## config.mk

```make
export PLATFORM = sky130hd
export DESIGN_NAME = lockstep_compare_monitor
export DESIGN_NICKNAME = d
export VERILOG_FILES = /design/src/rtl/lockstep_pkg.sv /design/src/rtl/lockstep_compare_monitor_align.sv /design/src/rtl/lockstep_compare_monitor.sv
export SDC_FILE = /design/constraint.sdc
export NUM_CORES = 1
export LEC_CHECK = 0
export CORE_MARGIN = 1.5
export CORE_UTILIZATION = 53
export DETAILED_ROUTE_END_ITERATION = 8
export MAX_ROUTING_LAYER = met4
export PLACE_DENSITY = 0.86
export SYNTH_ARGS = -nofsm -noshare
export SYNTH_HDL_FRONTEND = slang
export SYNTH_SLANG_ARGS = --single-unit
export TNS_END_PERCENT = 10
```

## constraint.sdc

```tcl
create_clock -name clk -period 3.2 [get_ports clk]
set_input_delay 0.48 -clock clk [delete_from_list [all_inputs] [get_ports clk]]
set_output_delay 0.48 -clock clk [all_outputs]
set_load 0.02 [all_outputs]
```

## src/rtl/lockstep_pkg.sv

```systemverilog
// Shared types and helpers for the lockstep compare monitor.
// Holds the checker FSM encoding plus counter and lane-select helpers.
package lockstep_pkg;

  typedef enum logic [1:0] {
    ST_IDLE   = 2'd0,
    ST_WARMUP = 2'd1,
    ST_CHECK  = 2'd2,
    ST_HALT   = 2'd3
  } state_e;

  localparam int MAX_W = 32;

  // Increment that sticks at the all-ones value of a w-bit counter.
  function automatic logic [MAX_W-1:0] sat_inc(
    input logic [MAX_W-1:0] v,
    input int unsigned      w
  );
    logic [MAX_W-1:0] top;
    top = (w >= MAX_W) ? '1
        : ((MAX_W'(1) << w) - MAX_W'(1));
    return (v >= top) ? v : v + MAX_W'(1);
  endfunction

  function automatic int unsigned lowest_set(
    input logic [MAX_W-1:0] v
  );
    int unsigned idx;
    idx = 0;
    for (int i = MAX_W - 1; i >= 0; i--) begin
      if (v[i]) idx = unsigned'(i);
    end
    return idx;
  endfunction

endpackage

```

## src/rtl/lockstep_compare_monitor_align.sv

```systemverilog
// Enable-gated alignment delay line; a depth of zero is a plain wire.
// The delay line is only cleared by reset, never by the checker clear.
module align_delay #(
  parameter int WIDTH_TOTAL = 16,
  parameter int DEPTH       = 0
) (
  input  logic                   clk,
  input  logic                   rst,
  input  logic                   en_i,
  input  logic [WIDTH_TOTAL-1:0] d_i,
  output logic [WIDTH_TOTAL-1:0] d_o
);

  if (DEPTH == 0) begin : g_wire
    logic unused_ok;
    assign unused_ok = ^{clk, rst, en_i};
    assign d_o = d_i;
  end else begin : g_sr
    logic [WIDTH_TOTAL-1:0] sr_q [DEPTH];

    always_ff @(posedge clk or posedge rst) begin
      if (rst) begin
        for (int i = 0; i < DEPTH; i++) sr_q[i] <= '0;
      end else if (en_i) begin
        sr_q[0] <= d_i;
        for (int i = 1; i < DEPTH; i++) sr_q[i] <= sr_q[i-1];
      end
    end

    assign d_o = sr_q[DEPTH-1];
  end

endmodule

```

## src/rtl/lockstep_compare_monitor.sv

```systemverilog
// Lockstep checker: aligns two lane buses, compares after a warm-up
// window and keeps sticky fail, saturating counters and a first-fail capture.
module lockstep_compare_monitor
  import lockstep_pkg::*;
#(
  parameter int WIDTH        = 8,
  parameter int NCH          = 2,
  parameter int ALIGN_A      = 0,
  parameter int ALIGN_B      = 0,
  parameter int WARMUP       = 4,
  parameter int CNT_W        = 16,
  parameter int STOP_ON_FAIL = 0,
  localparam int LW = (NCH > 1) ? $clog2(NCH) : 1
) (
  input  logic                 clk,
  input  logic                 reset,
  input  logic                 clk_enable,
  input  logic                 arm,
  input  logic                 clear,
  input  logic [NCH*WIDTH-1:0] data_a,
  input  logic [NCH*WIDTH-1:0] data_b,
  output logic [NCH-1:0]       mismatch_vec,
  output logic                 fail_sticky,
  output logic [CNT_W-1:0]     mismatch_count,
  output logic [CNT_W-1:0]     cycle_count,
  output logic [LW-1:0]        first_lane,
  output logic [CNT_W-1:0]     first_cycle,
  output logic [WIDTH-1:0]     first_a,
  output logic [WIDTH-1:0]     first_b,
  output logic [1:0]           state
);

  localparam int WCW = (WARMUP > 1) ? $clog2(WARMUP) : 1;

  logic [NCH*WIDTH-1:0] a_al, b_al;
  logic [NCH-1:0]       diff;
  logic                 any_diff;
  logic [LW-1:0]        lane_idx;

  state_e               state_q, state_d;
  logic [WCW-1:0]       wcnt_q, wcnt_d;

  logic [NCH-1:0]       mvec_q, mvec_d;
  logic                 fail_q, fail_d;
  logic [CNT_W-1:0]     mcnt_q, mcnt_d;
  logic [CNT_W-1:0]     ccnt_q, ccnt_d;
  logic [LW-1:0]        flane_q, flane_d;
  logic [CNT_W-1:0]     fcyc_q, fcyc_d;
  logic [WIDTH-1:0]     fa_q, fa_d;
  logic [WIDTH-1:0]     fb_q, fb_d;

  align_delay #(.WIDTH_TOTAL(NCH*WIDTH), .DEPTH(ALIGN_A)) u_dly_a (
    .clk  (clk),
    .rst  (reset),
    .en_i (clk_enable),
    .d_i  (data_a),
    .d_o  (a_al)
  );

  align_delay #(.WIDTH_TOTAL(NCH*WIDTH), .DEPTH(ALIGN_B)) u_dly_b (
    .clk  (clk),
    .rst  (reset),
    .en_i (clk_enable),
    .d_i  (data_b),
    .d_o  (b_al)
  );

  always_comb begin
    diff = '0;
    for (int i = 0; i < NCH; i++) begin
      diff[i] = a_al[i*WIDTH +: WIDTH] != b_al[i*WIDTH +: WIDTH];
    end
  end

  assign any_diff = |diff;
  assign lane_idx = LW'(lowest_set(MAX_W'(diff)));

  always_ff @(posedge clk or posedge reset) begin
    if (reset) begin
      state_q <= ST_IDLE;
      wcnt_q  <= '0;
    end else if (clk_enable) begin
      state_q <= state_d;
      wcnt_q  <= wcnt_d;
    end
  end

  always_comb begin
    state_d = state_q;
    wcnt_d  = wcnt_q;
    if (clear) begin
      state_d = ST_IDLE;
      wcnt_d  = '0;
    end else begin
      unique case (state_q)
        ST_IDLE: begin
          if (arm) begin
            state_d = ST_WARMUP;
            wcnt_d  = WCW'(WARMUP - 1);
          end
        end
        ST_WARMUP: begin
          if (wcnt_q == '0) state_d = ST_CHECK;
          else              wcnt_d  = wcnt_q - WCW'(1);
        end
        ST_CHECK: begin
          if (STOP_ON_FAIL != 0 && any_diff) state_d = ST_HALT;
        end
        ST_HALT: state_d = ST_HALT;
        default: state_d = ST_IDLE;
      endcase
    end
  end

  // Results advance only while checking; clear wins over any capture.
  always_comb begin
    mvec_d  = '0;
    fail_d  = fail_q;
    mcnt_d  = mcnt_q;
    ccnt_d  = ccnt_q;
    flane_d = flane_q;
    fcyc_d  = fcyc_q;
    fa_d    = fa_q;
    fb_d    = fb_q;
    if (clear) begin
      fail_d  = 1'b0;
      mcnt_d  = '0;
      ccnt_d  = '0;
      flane_d = '0;
      fcyc_d  = '0;
      fa_d    = '0;
      fb_d    = '0;
    end else if (state_q == ST_CHECK) begin
      mvec_d = diff;
      ccnt_d = CNT_W'(sat_inc(MAX_W'(ccnt_q), CNT_W));
      if (any_diff) begin
        mcnt_d = CNT_W'(sat_inc(MAX_W'(mcnt_q), CNT_W));
        if (!fail_q) begin
          fail_d  = 1'b1;
          flane_d = lane_idx;
          fcyc_d  = ccnt_q;
          fa_d    = a_al[lane_idx*WIDTH +: WIDTH];
          fb_d    = b_al[lane_idx*WIDTH +: WIDTH];
        end
      end
    end
  end

  always_ff @(posedge clk or posedge reset) begin
    if (reset) begin
      mvec_q  <= '0;
      fail_q  <= 1'b0;
      mcnt_q  <= '0;
      ccnt_q  <= '0;
      flane_q <= '0;
      fcyc_q  <= '0;
      fa_q    <= '0;
      fb_q    <= '0;
    end else if (clk_enable) begin
      mvec_q  <= mvec_d;
      fail_q  <= fail_d;
      mcnt_q  <= mcnt_d;
      ccnt_q  <= ccnt_d;
      flane_q <= flane_d;
      fcyc_q  <= fcyc_d;
      fa_q    <= fa_d;
      fb_q    <= fb_d;
    end
  end

  assign mismatch_vec   = mvec_q;
  assign fail_sticky    = fail_q;
  assign mismatch_count = mcnt_q;
  assign cycle_count    = ccnt_q;
  assign first_lane     = flane_q;
  assign first_cycle    = fcyc_q;
  assign first_a        = fa_q;
  assign first_b        = fb_q;
  assign state          = state_q;

endmodule

```

==> key figures, run 1 <==
Clock network
  • Clk buf depth: 2
  • Clk pin slew, worst setup/hold paths: roughly 0.08 ns
  • CTS Hold Bufs: 0
  • Clk sinks: 72
  • Skew-Pair Late Insertion Delay: around 0.36 ns
  • Clock Tree Root: clkbuf_8
  • CTS tree: yes
  • PostCTS Resize Cnt: 0
  • H-Tree Level Count: 3
  • TritonCTS buffer count: 9
  • Post-CTS Setup Repair Bufs: 0

Yosys
  • FFs w/ async S/R, synth: 100%
  • Syn nets: about 420
  • Seq/Total Area, Yosys: between 40% and 50%
  • Synth cell types: 63
  • Area contributors post-synth: dfrtp_1 45%, a22o_1 4.4%, o2bb2ai_1 4.0%
  • Area share of the largest cell type after synthesis: a little under half
  • Dominant synthesized flop cell: dfrtp_1
  • Syn Std Cell Area: between 3000 and 4000 um^2
  • Post-Syn Area per Cell: around 10 um^2
  • Syn. warnings: 0
  • Yosys reg bits: 72
  • Cells after Synth: between 300 and 400
  • Synth area leader: dfrtp_1
  • EDFF count, synth: 0

Worst setup path
  • Crit-path cells: clkdlybuf4s50_1 > nor3_1 > a21oi_1 > and4b_1 > a211o_1
  • CP top delay family: compound AO/OA/AOI/OAI gates
  • Worst path required time: 3.50 ns
  • Crit Path Category: primary input to register
  • Buffers and inverters on the worst path: 1
  • Crit end category: register
  • Worst reg2reg endpoint: mismatch_count[3]$_DFFE_PP0P_
  • CP arrival: 2.75 ns
  • R2R setup slack: roughly 0.96 ns
  • Slowest CP cell: clkdlybuf4s50_1
  • FF-to-FF Start: mismatch_count[2]$_DFFE_PP0P_
  • Worst path max stage delay: slightly below 0.9 ns
  • CP startpoint kind: primary input
  • FF-to-FF path depth: 5
  • Worst-path fanout max: 15

Die
  • Die Y: 89.8 um
  • Io pins: between 100 and 150
  • Rows: 31
  • CORE AREA: ~7300 um^2
  • Chip Width: 89.8 um
  • Starting utilization of the core area: a little over half
  • Die Footprint: between 8000 and 9000 um^2

Power and ir drop
  • Clk pwr share: 27.6%
  • Maximum VDD drop: 0.000325 V
  • Final Power: around 2.7 mW
  • PwrDens: slightly above 500 nW/um^2
  • Leakage: approximately 2.2 nW
  • P_sw: approximately 940 uW
  • Internal: ~1.8 mW
  • Switch share: approximately a third
  • Reg power frac: between 40% and 50%
  • Combinational share of power: between 30% and 40%

Layout
  • Finished Cell Area: about 5300 um^2
  • Layout cells sized above 1: 11.0%
  • P&R area growth vs syn: 33.6%
  • Final non-filler cell total: a little under 600
  • Ant diodes: 0
  • Final-stage net count: approximately 530

Placed design
  • GPL Wtd Cong: 0.855
  • Dpl hpwl: between 7 and 8 mm
  • Placed Cells: approximately 570
  • Placed cell area: approximately 5100 um^2
  • Port Buffer Count: about 110

STA
  • RSZ-0062 raised after global routing: no
  • Highest Clock Rate: about 400 MHz
  • Tcrit/Tclk final: approximately 77%
  • Min Clock Period, post-route: between 2 and 2.5 ns
  • Clk_skew: just over 0.01 ns
  • Slew Viols, Final: 0
  • Final setup viols: 0
  • Worst-Margin Slew: slightly above 0.9 ns
  • Max-slew headroom: between 30 and 40%
  • Setup_tns: 0 ns
  • Hold Violations, Final: 0

Run status
  • Status: complete, no violations

GRT
  • First-pass GRT wire length: about 18 mm
  • Gr usage total: around 28%
  • Pin count of the biggest net entering global routing: 38
  • Grt total ovfl: 0
  • Vias in the first global route: ~3.6k
  • Initial antenna violation count: 0

Worst hold path
  • Hold worst-path end: first_b[7]$_DFFE_PP0P_
  • HP Class: register to register
  • HP Start: first_b[7]$_DFFE_PP0P_
  • Hold Path Stages: 1

Routing
  • Via count: 3,657
  • DRC errors left: 0
  • Post-route antenna net violation count: 0
  • Vias/cell: approximately 6.2
  • Initial DRC count: around 200
  • Routed length per instance: about 18 um
  • Final WL: 10.7 mm
  • DR pass1 iterations: 5

Job
  • Max-cap check violation count: 0
## cell families (layout without fill, tap and decap cells)
group,Yosys count,count (layout),synth area share [%]
mux,3,3,0.784
simple gates,104,104,16.1
flops,72,72,45.2
compound gates,141,141,26.9
xor+xnor,17,17,4.86
buf+inv,38,148,4.36
fa+ha+maj,6,6,1.88
## sequential cells by signal, indices dropped and copies added (netlist names)
register	flops
cycle_count	16
first_cycle	16
mismatch_count	16
first_a	8
first_b	8
mismatch_vec	2
state	2
wcnt_q	2
fail_sticky	1
first_lane	1
## layout make-up
class	count	area, um^2
Clock inverter	7	77.6
Clock buffer	9	124
Fill cell	521	1920
Sequential cell	72	1800
Multi-Input combinational cell	271	2010
Tap cell	99	124
Inverter	18	67.6
Timing Repair Buffer	114	1120
## metrics by stage
| step | hold slack [ns] | util [%] | setup slack, ns |
|---|---|---|---|
| floorplan | 0.482 | - | 0.895 |
| global placement | 0.471 | 70.7 | 0.505 |
| detailed placement | 0.473 | 70.7 | 0.431 |
| CTS | 0.495 | 73.5 | 0.810 |
| global route | 0.499 | 73.5 | 0.652 |
| finish | 0.491 | 73.5 | 0.751 |
## worst reg2reg max path, stage by stage, from the launching register on
cell     delay (ns)
dfrtp_1        0.47
nand4_2        0.26
nor4_4         0.47
a21oi_1        0.39
and4b_1        0.31
a211o_1        0.22
## per-layer routing
layer	up-vias	wire (um)	track usage, %
li1	1677	-	-
met1	1808	4670	37.2
met2	153	5130	43.5
met3	19	681	4.23
met4	0	201	10.7
met5	-	0	-
## power by group through the flow
stage | Combinational [mW] | Sequential, mW | Clock [mW]
floorplan | 0.370 | 1.24 | 0
global placement | 0.796 | 1.15 | 0
detailed placement | 0.817 | 1.15 | 0
CTS | 0.827 | 1.13 | 0.748
global route | 0.891 | 1.15 | 0.792
finish | 0.827 | 1.14 | 0.747
## cell usage after synthesis (10+ instances only)
cell type and number:
a22o_1 20, a21oi_1 16, inv_1 17, xnor2_1 10, nor2_1 15, o21ai_0 11, o2bb2ai_1 18, nand3_1 12
a22oi_1 16, o21ai_1 12, dfrtp_1 72, buf_2 10, nand2_1 27, nand4_1 10
## cells in the final DEF (no fill, tap or decap), drive strengths merged, types with 2 or more instances in the layout
master	netlist	routed
nor3	9	9
nand2	27	27
a21oi	18	18
o22a	2	2
clkbuf	4	9
buf	16	8
nand4	16	16
nor2	15	15
o311ai	2	2
o21ai	24	24
o2bb2ai	18	18
nor4	4	4
o22ai	2	2
clkdlybuf4s50	0	106
and4	5	5
o41ai	2	2
a21o	4	4
a22oi	16	16
nor2b	3	3
a211o	3	3
nor3b	2	2
o211ai	6	6
a32oi	4	4
a31oi	9	9
and2	2	2
mux2i	2	2
ha	6	6
inv	18	21
or3	2	2
a41oi	3	3
and3	2	2
clkinv	0	2
o21a	2	2
a311o	3	3
xnor2	16	16
a22o	20	20
dfrtp	72	72
nand3	13	13
## worst max path at each step
stage / end / startpoint / slack [ns] / cells after the start
final: mismatch_count[3]$_DFFE_PP0P_ / clear / 0.75 / 5
after global routing: mismatch_count[3]$_DFFE_PP0P_ / clear / 0.65 / 5
after CTS: mismatch_count[3]$_DFFE_PP0P_ / clear / 0.81 / 5
after detailed placement: mismatch_count[3]$_DFFE_PP0P_ / clear / 0.43 / 5
after global placement: mismatch_count[3]$_DFFE_PP0P_ / clear / 0.50 / 5
after floorplan: cycle_count[0]$_DFFE_PP0P_ / reset / 0.90 / 1
Power figures use the tool's default switching activity.
==> inputs of run 2 (changes only) <==
--- a/config.mk
+++ b/config.mk
@@ -6,10 +6,10 @@
 export NUM_CORES = 1
 export LEC_CHECK = 0
 export CORE_MARGIN = 1.5
-export CORE_UTILIZATION = 53
+export CORE_UTILIZATION = 44
 export DETAILED_ROUTE_END_ITERATION = 8
 export MAX_ROUTING_LAYER = met4
-export PLACE_DENSITY = 0.86
+export PLACE_DENSITY = 0.77
 export SYNTH_ARGS = -nofsm -noshare
 export SYNTH_HDL_FRONTEND = slang
 export SYNTH_SLANG_ARGS = --single-unit
==> constraint.sdc (replaced) <==
create_clock -name clk -period 2 [get_ports clk]
set_input_delay 0.3 -clock clk [delete_from_list [all_inputs] [get_ports clk]]
set_output_delay 0.3 -clock clk [all_outputs]
set_load 0.02 [all_outputs]
==> key figures, run 2 (synthesis gave the netlist of run 1 again) <==
Routing
  • Routed length per instance: approximately 18 um
  • Final WL: 11.5 mm
  • Top routing layer in use: met4
  • Post-route antenna net violation count: 0
  • Sum of routed wire segments on met1: ~5 mm
  • Met3 WL: roughly 670 um
  • Via count: around 3.8k
  • Vias/cell: 5.92
  • DRC errors left: 0
  • Initial DRC count: between 200 and 250
  • Metal2 WL: ~5.7 mm
  • DR pass1 iterations: 5

GRT
  • Pin count of the biggest net entering global routing: 73
  • Grt total ovfl: 0
  • Gr usage total: approximately a quarter
  • First-pass GRT wire length: between 15 and 20 mm
  • Vias in the first global route: approximately 3.8k
  • Initial antenna violation count: 0

Run status
  • Status: complete, no violations

Worst hold path
  • HP Class: primary input to asynchronous set/reset pin

Worst setup path
  • CP startpoint kind: primary input
  • Crit Path Category: primary input to register
  • FF-to-FF Start: cycle_count[8]$_DFFE_PP0P_
  • CP arrival: between 2 and 2.5 ns
  • Crit end category: register
  • Worst path required time: ~2.2 ns
  • Worst Setup SP: data_b[9]
  • Worst-path fanout max: 6

Layout
  • Final-stage net count: 574
  • Final core occ: roughly two thirds
  • Layout cells sized above 1: around a fifth
  • P&R area growth vs syn: 45.4%
  • Fillers: roughly 690
  • Most common cell after layout, fill and taps aside: clkdlybuf4s50_1
  • Most frequent cells in the layout: 106 x clkdlybuf4s50_1, 72 x dfrtp_1, 48 x buf_4
  • Ant diodes: 0

STA
  • Final setup viols: 0
  • Slew Viols, Final: 0
  • Highest Clock Rate: just over 500 MHz
  • Worst-Margin Slew: between 0.4 and 0.5 ns
  • Clk_skew: roughly 0.015 ns
  • Fin Hold WS: roughly 0.41 ns
  • Tcrit/Tclk final: between 90% and 100%
  • Hold Violations, Final: 0
  • Min Clock Period, post-route: roughly 2.0 ns
  • Max-slew headroom: 72.3%
  • RSZ-0062 raised after global routing: yes

Clock network
  • CTS tree: yes
  • Skew-Pair Late Insertion Delay: approximately 0.35 ns
  • Clock Tree Root: clkbuf_8
  • H-Tree Level Count: 3
  • Clk sinks: roughly 70
  • Clk pin slew, worst setup/hold paths: 0.09 ns
  • Clk buf depth: 2
  • CTS Hold Bufs: 0
  • TritonCTS buffer count: 9

Die
  • Io pins: about 110
  • Starting utilization of the core area: 45.5%
  • Die Y: ~100 um
  • CORE AREA: about 8800 um^2
  • Rows: 34
  • Die Footprint: between 9000 and 10,000 um^2
  • Chip Width: about 98 um

Power and ir drop
  • Maximum VDD drop: 0.000601 V
  • Leakage: 2.47 nW
  • PwrDens: roughly 780 nW/um^2

Placed design
  • Port Buffer Count: between 100 and 150
  • Dpl hpwl: 8.20 mm
  • GPL Wtd Cong: 0.863

Job
  • Max-cap check violation count: 0
-- run 2: critical path, cell delays in order --
cell and delay (ns):
clkdlybuf4s50_1 0.45, xnor2_1 0.29, buf_4 0.17, nand4_1 0.13, o41a_1 0.41, buf_4 0.19
a31oi_1 0.18, a31oi_1 0.07
-- run 2: metrics by stage --
stage                     area [um^2]  TNS [ns]  setup WS (ns)  total power, mW  std cells
after global placement           5520    -13.28         -0.396             3.22        627
after global routing             5800   -0.0998        -0.0390             4.78        644
final                            5800         0         0.0116             4.55        644
after CTS                        5760   -0.0280        -0.0214             4.56        643
after floorplan                  3990         0         0.0721             2.58        381
after detailed placement         5520    -14.14         -0.464             3.27        627
-- run 2: final timing paths --
| path | end | slack, ns | cells past startpoint |
|---|---|---|---|
| max in group asynchronous | mismatch_count[11]$_DFFE_PP0P_ | 1.29 | 3 |
| min in group clk | first_b[7]$_DFFE_PP0P_ | 0.49 | 1 |
| hold / removal | first_cycle[8]$_DFFE_PP0P_ | 0.41 | 3 |
| setup reg to reg | cycle_count[12]$_DFFE_PP0P_ | 0.09 | 5 |
| hold reg to reg | first_b[7]$_DFFE_PP0P_ | 0.49 | 1 |
| setup / recovery | mismatch_count[6]$_DFFE_PP0P_ | 0.01 | 8 |
-- run 2: timing repair --
action	CTS	global route
setup buffers	0	1
setup endpoints to repair	5	42
pin swaps	0	3
hold endpoints to repair	0	0
resized for setup	3	6
-- run 2: power breakdown --
group	leakage (nW)	switching [mW]	internal (mW)
sequential	0.974	0.167	1.63
combinational	1.39	0.769	0.697
clock	0.111	0.579	0.710
total	2.47	1.51	3.04
-- run 2: layer usage --
layer	vias to the layer above	track usage, %
li1	1761	-
met2	145	41.1
met3	12	4.15
met5	-	-
met1	1892	32.1
met4	0	6.93
-- run 2: layout make-up --
class,count,area (um^2),area share [%]
repair buffers,159,1520,26.2
clock inverters,6,91.3,1.57
inverters,18,71.3,1.23
well taps,108,135,2.33
flip-flops and latches,72,1800,31.1
clock buffers,10,128,2.20
multi-input cells,271,2050,35.4
